--- src/rtl/uart_rx_fifo.sv ---
// Byte FIFO behind the UART receiver: absorbs rx strobes (no backpressure),
// presents a show-ahead valid/ready stream with delimiter marking and overflow accounting.
module uart_rx_fifo #(
  parameter int unsigned ASIZE     = 4,
  parameter logic [7:0]  LAST_BYTE = 8'h0A,
  parameter bit          USE_LAST  = 1'b1
) (
  input  logic             clk,
  input  logic             rst,
  input  logic             i_en,
  input  logic [7:0]       i_data,
  output logic             o_tvalid,
  input  logic             o_tready,
  output logic [7:0]       o_tdata,
  output logic             o_tlast,
  output logic [ASIZE:0]   o_count,
  output logic             o_overflow,
  input  logic             i_clr_ovf,
  output logic [15:0]      o_drops
);

  localparam int unsigned   DEPTH    = 1 << ASIZE;
  localparam logic [ASIZE:0] FULL_CNT = (ASIZE+1)'(DEPTH);

  logic [7:0]       mem_q [DEPTH];
  logic [ASIZE-1:0] wr_ptr_q, wr_ptr_d;
  logic [ASIZE-1:0] rd_ptr_q, rd_ptr_d;
  logic [ASIZE:0]   count_q, count_d;
  logic             ovf_q, ovf_d;
  logic [15:0]      drops_q, drops_d;
  logic             rd, wr, drop;
  logic [7:0]       head;

  always_comb begin
    rd       = (count_q != '0) && o_tready;
    // A read at the same edge frees a slot, so a full FIFO still accepts.
    wr       = i_en && ((count_q != FULL_CNT) || rd);
    drop     = i_en && !wr;
    wr_ptr_d = wr_ptr_q;
    rd_ptr_d = rd_ptr_q;
    count_d  = count_q;
    ovf_d    = ovf_q;
    drops_d  = drops_q;
    if (wr) wr_ptr_d = wr_ptr_q + 1'b1;
    if (rd) rd_ptr_d = rd_ptr_q + 1'b1;
    case ({wr, rd})
      2'b10:   count_d = count_q + 1'b1;
      2'b01:   count_d = count_q - 1'b1;
      default: count_d = count_q;
    endcase
    if (i_clr_ovf) begin
      ovf_d   = 1'b0;
      drops_d = '0;
    end
    // Clear and drop at the same edge: the drop is counted from zero.
    if (drop) begin
      ovf_d = 1'b1;
      if (drops_d != '1) drops_d = drops_d + 16'd1;
    end
  end

  always_ff @(posedge clk) begin
    if (rst) begin
      wr_ptr_q <= '0;
      rd_ptr_q <= '0;
      count_q  <= '0;
      ovf_q    <= 1'b0;
      drops_q  <= '0;
    end else begin
      wr_ptr_q <= wr_ptr_d;
      rd_ptr_q <= rd_ptr_d;
      count_q  <= count_d;
      ovf_q    <= ovf_d;
      drops_q  <= drops_d;
    end
  end

  always_ff @(posedge clk) begin
    if (!rst && wr) mem_q[wr_ptr_q] <= i_data;
  end

  always_comb begin
    head       = mem_q[rd_ptr_q];
    o_tvalid   = (count_q != '0);
    o_tdata    = o_tvalid ? head : '0;
    o_tlast    = USE_LAST && o_tvalid && (head == LAST_BYTE);
    o_count    = count_q;
    o_overflow = ovf_q;
    o_drops    = drops_q;
  end

endmodule

--- config.mk ---
export PLATFORM = sky130hd
export DESIGN_NAME = uart_rx_fifo
export DESIGN_NICKNAME = d
export VERILOG_FILES = /design/src/rtl/uart_rx_fifo.sv
export SDC_FILE = /design/constraint.sdc
export NUM_CORES = 1
export LEC_CHECK = 0
export ABC_AREA = 0
export CORE_MARGIN = 2
export CORE_UTILIZATION = 45
export DETAILED_ROUTE_END_ITERATION = 8
export PLACE_DENSITY = 0.69
export SYNTH_ARGS = -nofsm -noshare
export SYNTH_HDL_FRONTEND = slang
export SYNTH_SLANG_ARGS = --single-unit
--- constraint.sdc ---
create_clock -name clk -period 3.7 [get_ports clk]
set_input_delay 0.74 -clock clk [delete_from_list [all_inputs] [get_ports clk]]
set_output_delay 0.74 -clock clk [all_outputs]
set_load 0.01 [all_outputs]
; ---- Word-level counts from Yosys, hierarchy flattened
; Memory sizes are Yosys's and may differ from the RTL's. A register that Yosys moved wholly into a read port is not among the register bits.
; Cells that the tools add are included.
[classes]
reduce_logical = 11
eq_ne = 5
n_mux = 11
addsub = 5
[op_table]
columns = operator, n
row1 = 16-bit 2-to-1 mux, 3
row2 = "16-bit by 1-bit adder with 16-bit output, second input constant", 1
row3 = "16-bit inequality test, second input constant", 1
row4 = 5-bit case mux with 2 select lines, 1
row5 = "4-bit by 1-bit adder with 4-bit output, second input constant", 2
row6 = "8-bit by 4-bit == test with 1-bit output, second input constant", 1
row7 = 4-bit 2-to-1 mux, 2
row8 = 8-bit 2-to-1 mux, 1
row9 = "5-bit by 1-bit adder with 5-bit output, second input constant", 1
row10 = 1-bit logical AND, 5
row11 = "5-bit inequality test, second input constant", 1
row12 = 5-bit nonzero test, 1
row13 = "5-bit by 1-bit subtractor with 5-bit output, second input constant", 1
row14 = 1-bit 2-to-1 mux, 4
row15 = 2-bit nonzero test, 2
row16 = "2-bit by 1-bit == test with 1-bit output, second input constant", 1
row17 = "2-bit == test, second input constant", 1
row18 = 1-bit zero test, 2
row19 = 1-bit logical OR, 1
[word_totals]
register_bits = 30
ramBits = 128
output_inout_bits = 32
memories = 1
wordCells = 38
in_bits = 13
[mem_list]
columns = name, words, word_bits, rd, rd_clocked_by_memory_dff, write_ports, line
row1 = mem_q, 16, 8, 1, 1, 1, 25  ; logic [7:0] mem_q [DEPTH];

; ---- Depth between registers and ports, before layout
[logic_depth]
word_depth = 7
ltp_mapped = 9
ltp_nobuf = 9

; ---- Worst setup path after synthesis
; Ideal clock, no wire load.
[synth_path]
path_type = reg-to-output
startpoint = reg (tool-made name)
endpoint = out o_tlast
path_stages_with_launch = 8
arrival_time_ns = 2.275
required_time_ns = 2.960
path_buffers = 3
slack_ns = 0.685
cell_sequence = dfxtp_1 > clkbuf_1 > clkbuf_1 > clkbuf_1 > mux4_2 > a221oi_1 > o211ai_1 > nor3_1
[synth_lines]
columns = item, line
row1 = end: declaration, 15  ; output logic o_tlast,

==> results.md <==
| Parameter | This run | Unit |
|---|---|---|
| Result of the run | finished, final reports clean | - |
| Half-perimeter wire length after detailed placement | 9070 | um |
| Area growth from synthesis to layout | 20.6 | % |
| Drt total wl | 13900 | um |
| I/O pin count | 45 | - |
| Hold bufs inserted after CTS | 0 | - |
| Post-Synthesis Net Count | 467 | - |
| Number of slew-limit violations in the final report | 0 | - |
| Layout cells sized above 1 | 18.7 | % |
| Leakage power | 2.68 | nW |
| Setup repair after global routing missed its margin | no | - |
| Vias in the first global route | 4126 | - |
| Worst slew pin tran | 0.601 | ns |
| Peak per-stage delay on the critical path | 0.49 | ns |
| Reg-to-reg startpoint | o_count[0] | - |
| Buffer depth of the longest clock path | 2 | - |
| Number of gates on the worst path with buffers counted | 7 | - |
| Die outline height | 126 | um |
| Final period demand of the worst path | 3.48 | ns |
| Final net count | 545 | - |
| Floorplan row count | 44 | - |
| EDFF count, synth | 128 | - |
| Min-delay src | o_overflow | - |
| Overall fraction of global-route tracks in use | 18.4 | % |
| Peak supply drop | 0.381 | mV |
| Antenna cells | 0 | - |
| Post-synthesis instance total | 444 | - |
| Skew final | 0.00556 | ns |
| Most frequent cell on the critical path | buf_4 | - |
| Length in cells of the worst reg-to-reg path | 9 | - |
| Initial standard-cell utilization of the core | 46.2 | % |
| Critical path fanouts, max | 7 | - |
| Total of warnings raised by yosys | 0 | - |
| Post-route DRC | 0 | - |
| Final-report hold violation count | 0 | - |
| Die width | 126 | um |
| Distinct cells, synth | 51 | - |
| MaxCap Viol Count | 0 | - |
| End of the worst register-to-register path | o_count[4] | - |
| Insertion delay of the later-clocked pin in the worst-skew pair | 0.43 | ns |
| Weighted congestion reported at the end of routability-driven placement | 0.821 | - |
| Master cell of the clock root buffer | clkbuf_16 | - |
| Fraction of synthesis flops using an asynchronous set or reset pin | 0 | % |
| Final total negative setup slack | 0 | ns |
| Maximum level of the CTS H-tree | 4 | - |
| Remaining Overflow, GRT | 0 | - |
| Slew Limit Headroom | 59.9 | % |
| Final setup vio count | 0 | - |
| Setup crit end | o_tdata[1] | - |
| Post-Syn Area per Cell | 15.2 | um^2 |
| DRT iter0 DRCs | 361 | - |
| Sequential area share after synthesis | 67.1 | % |
| P per Cell Area | 601 | nW/um^2 |
| Kind of capture point of the worst setup path | output pin | - |
| Synthesized cell area | 6740 | um^2 |
| Antenna violations before repair | 0 | - |
| Family with the most delay on the worst path | buffers and inverters | - |
| Routed wire length per instance | 19.4 | um |
| Required time at the endpoint of the critical path | 2.96 | ns |
| Final-layout fill cell count | 1116 | - |
| Number of synthesized register bits | 162 | - |
| Clock tree from TritonCTS | built | - |
| TritonCTS sink count | 162 | - |
| Largest net degree at the start of global routing | 28 | - |
| Min-Delay Path Class | flop to flop | - |
| Power after layout | 4.89 | mW |
| Area inside the core boundary | 14600 | um^2 |
| Number of nets still failing antenna checks after routing | 0 | - |
| Most frequently used flop master after synthesis | edfxtp_1 | - |
| Detailed-route vias per instance | 5.60 | - |
| DR pass1 iterations | 7 | - |
| Clock transition at the registers of the reported paths | 0.06 | ns |
| Die ar. | 16000 | um^2 |
| Type of the worst setup path | flop to output pin | - |
| Total via count in the routed design | 4027 | - |
| # port buffers | 44 | - |
| Fmax achieved | 0.287 | GHz |
| Arrival @ worst endpoint | 2.74 | ns |
| Critical path, cell by cell | buf_4 -> buf_4 -> mux4_2 -> a22o_1 -> a221oi_1 -> nor2_1 -> clkdlybuf4s50_1 | - |
| CTS Buf Count | 17 | - |
| Critical Path Slowest Stage Cell | mux4_2 | - |
| Slack of the worst reg-to-reg path | 0.71 | ns |
| Final worst path period share | 94.1 | % |
| Number of buffers and inverters on the critical path | 3 | - |
| Worst Setup Start Kind | flop | - |
| First-pass GRT wire length | 22200 | um |
==> where the power goes <==
group	internal, mW	switching (mW)	leakage, nW	total, mW
logic	0.653	0.551	1.00	1.20
registers	2.03	0.0771	1.43	2.10
clock network	0.859	0.723	0.247	1.58
==> cell families (layout without fill, tap and decap cells) <==
family	Yosys count	in the layout	synth area share, %
adders and majority gates	10	10	1.97
DFF	162	162	67.1
and+or+nand+nor	127	127	9.17
AOI/OAI and AO/OA	56	56	6.09
buffers and inverters	28	119	2.04
muxes	44	44	11.4
xor gates and xnor gates	17	17	2.21
==> metrics by stage <==
stage               util, %  setup WS (ns)  instance area (um^2)  hold slack, ns  std cells
CTS                    55.2       0.000107                  8060           0.481        712
global placement       51.4          0.295                  7510           0.465        680
finish                 55.8          0.217                  8130           0.488        719
detailed placement     51.4          0.250                  7510           0.463        680
floorplan                 -          0.685                  6740           0.459        444
global route           55.8         0.0488                  8130           0.516        719
==> Yosys cell counts, types with 3 or more instances <==
cell type | number | share of area (%)
edfxtp_1 | 128 | 57
nor2_1 | 55 | 3.1
dfxtp_1 | 34 | 10
mux4_2 | 26 | 8.7
nand2_1 | 18 | 1.0
mux2i_1 | 14 | 2.1
a21oi_1 | 13 | 0.96
xnor2_1 | 13 | 1.7
nand3_1 | 12 | 0.89
inv_1 | 11 | 0.61
clkbuf_1 | 9 | 0.50
ha_1 | 9 | 1.7
nor2b_1 | 9 | 0.83
a221oi_1 | 8 | 1.0
a22o_1 | 7 | 0.91
nor3_1 | 6 | 0.45
a21o_1 | 5 | 0.56
a2111oi_0 | 4 | 0.52
mux2_2 | 4 | 0.67
nor4_1 | 4 | 0.37
or3_1 | 4 | 0.37
xor2_1 | 4 | 0.52
buf_6 | 3 | 0.50
nand4_1 | 3 | 0.28
o21ai_0 | 3 | 0.22
or4_1 | 3 | 0.33
==> flip-flops by register name (all words and copies together), names as in the netlist, named ones only <==
| signal | flops |
|---|---|
| o_overflow | 1 |
| mem_q | 128 |
| rd_ptr_q | 4 |
| o_count | 5 |
| o_drops | 16 |
| wr_ptr_q | 4 |
==> worst register-to-register path, stage by stage (launching register included) <==
cell	delay, ns
dfxtp_1	0.38
or4_1	0.58
o21ai_2	0.34
nor2_1	0.18
fa_1	0.43
a21o_1	0.17
a21o_1	0.19
or3_1	0.33
and3b_1	0.18
nor3_1	0.15
==> cells in the final DEF (no fill, tap or decap), types with 5 or more instances in the layout <==
cell type	instances
a22o_1	7
nor2_1	55
mux4_2	26
clkbuf_16	17
a221oi_1	6
edfxtp_1	128
ha_1	9
buf_4	29
clkdlybuf4s50_1	43
nand2_1	18
a21o_1	5
clkinvlp_4	5
mux2i_1	14
dfxtp_1	32
xnor2_1	13
nor3_1	6
nand3_1	12
inv_1	11
nor2b_1	9
a21oi_1	13
==> per-layer routing <==
metal	global-route usage (%)	vias to the layer above	routed length [um]
met1	24.1	1976	5880
met3	5.06	17	924
met4	6.59	0	221
li1	-	1885	-
met2	29.6	149	6900
met5	0	-	0
==> timing repair <==
item	CTS	global route
cloned	0	0
setup endpoints to repair	3	1
setup buffers	0	7
resized for setup	5	8
==> area by class of cell <==
cell class	count	area [um^2]	share of cell area, %
clock buffer	17	425	5.23
clock inverter	15	109	1.34
inverter	11	41.3	0.508
multi-input combinational	254	2090	25.7
sequential	162	4530	55.7
tap	184	230	2.83
timing repair buffer	76	703	8.64
==> worst min path at each step <==
stage                             to  depth (start not counted)  slack, ns
after floorplan                 flop                          2       0.46
after global placement    o_overflow                          2       0.46
after detailed placement  o_overflow                          2       0.46
after CTS                 o_overflow                          2       0.48
after global routing      o_overflow                          2       0.52
final                     o_overflow                          2       0.49
Power figures use the tool's default switching activity.
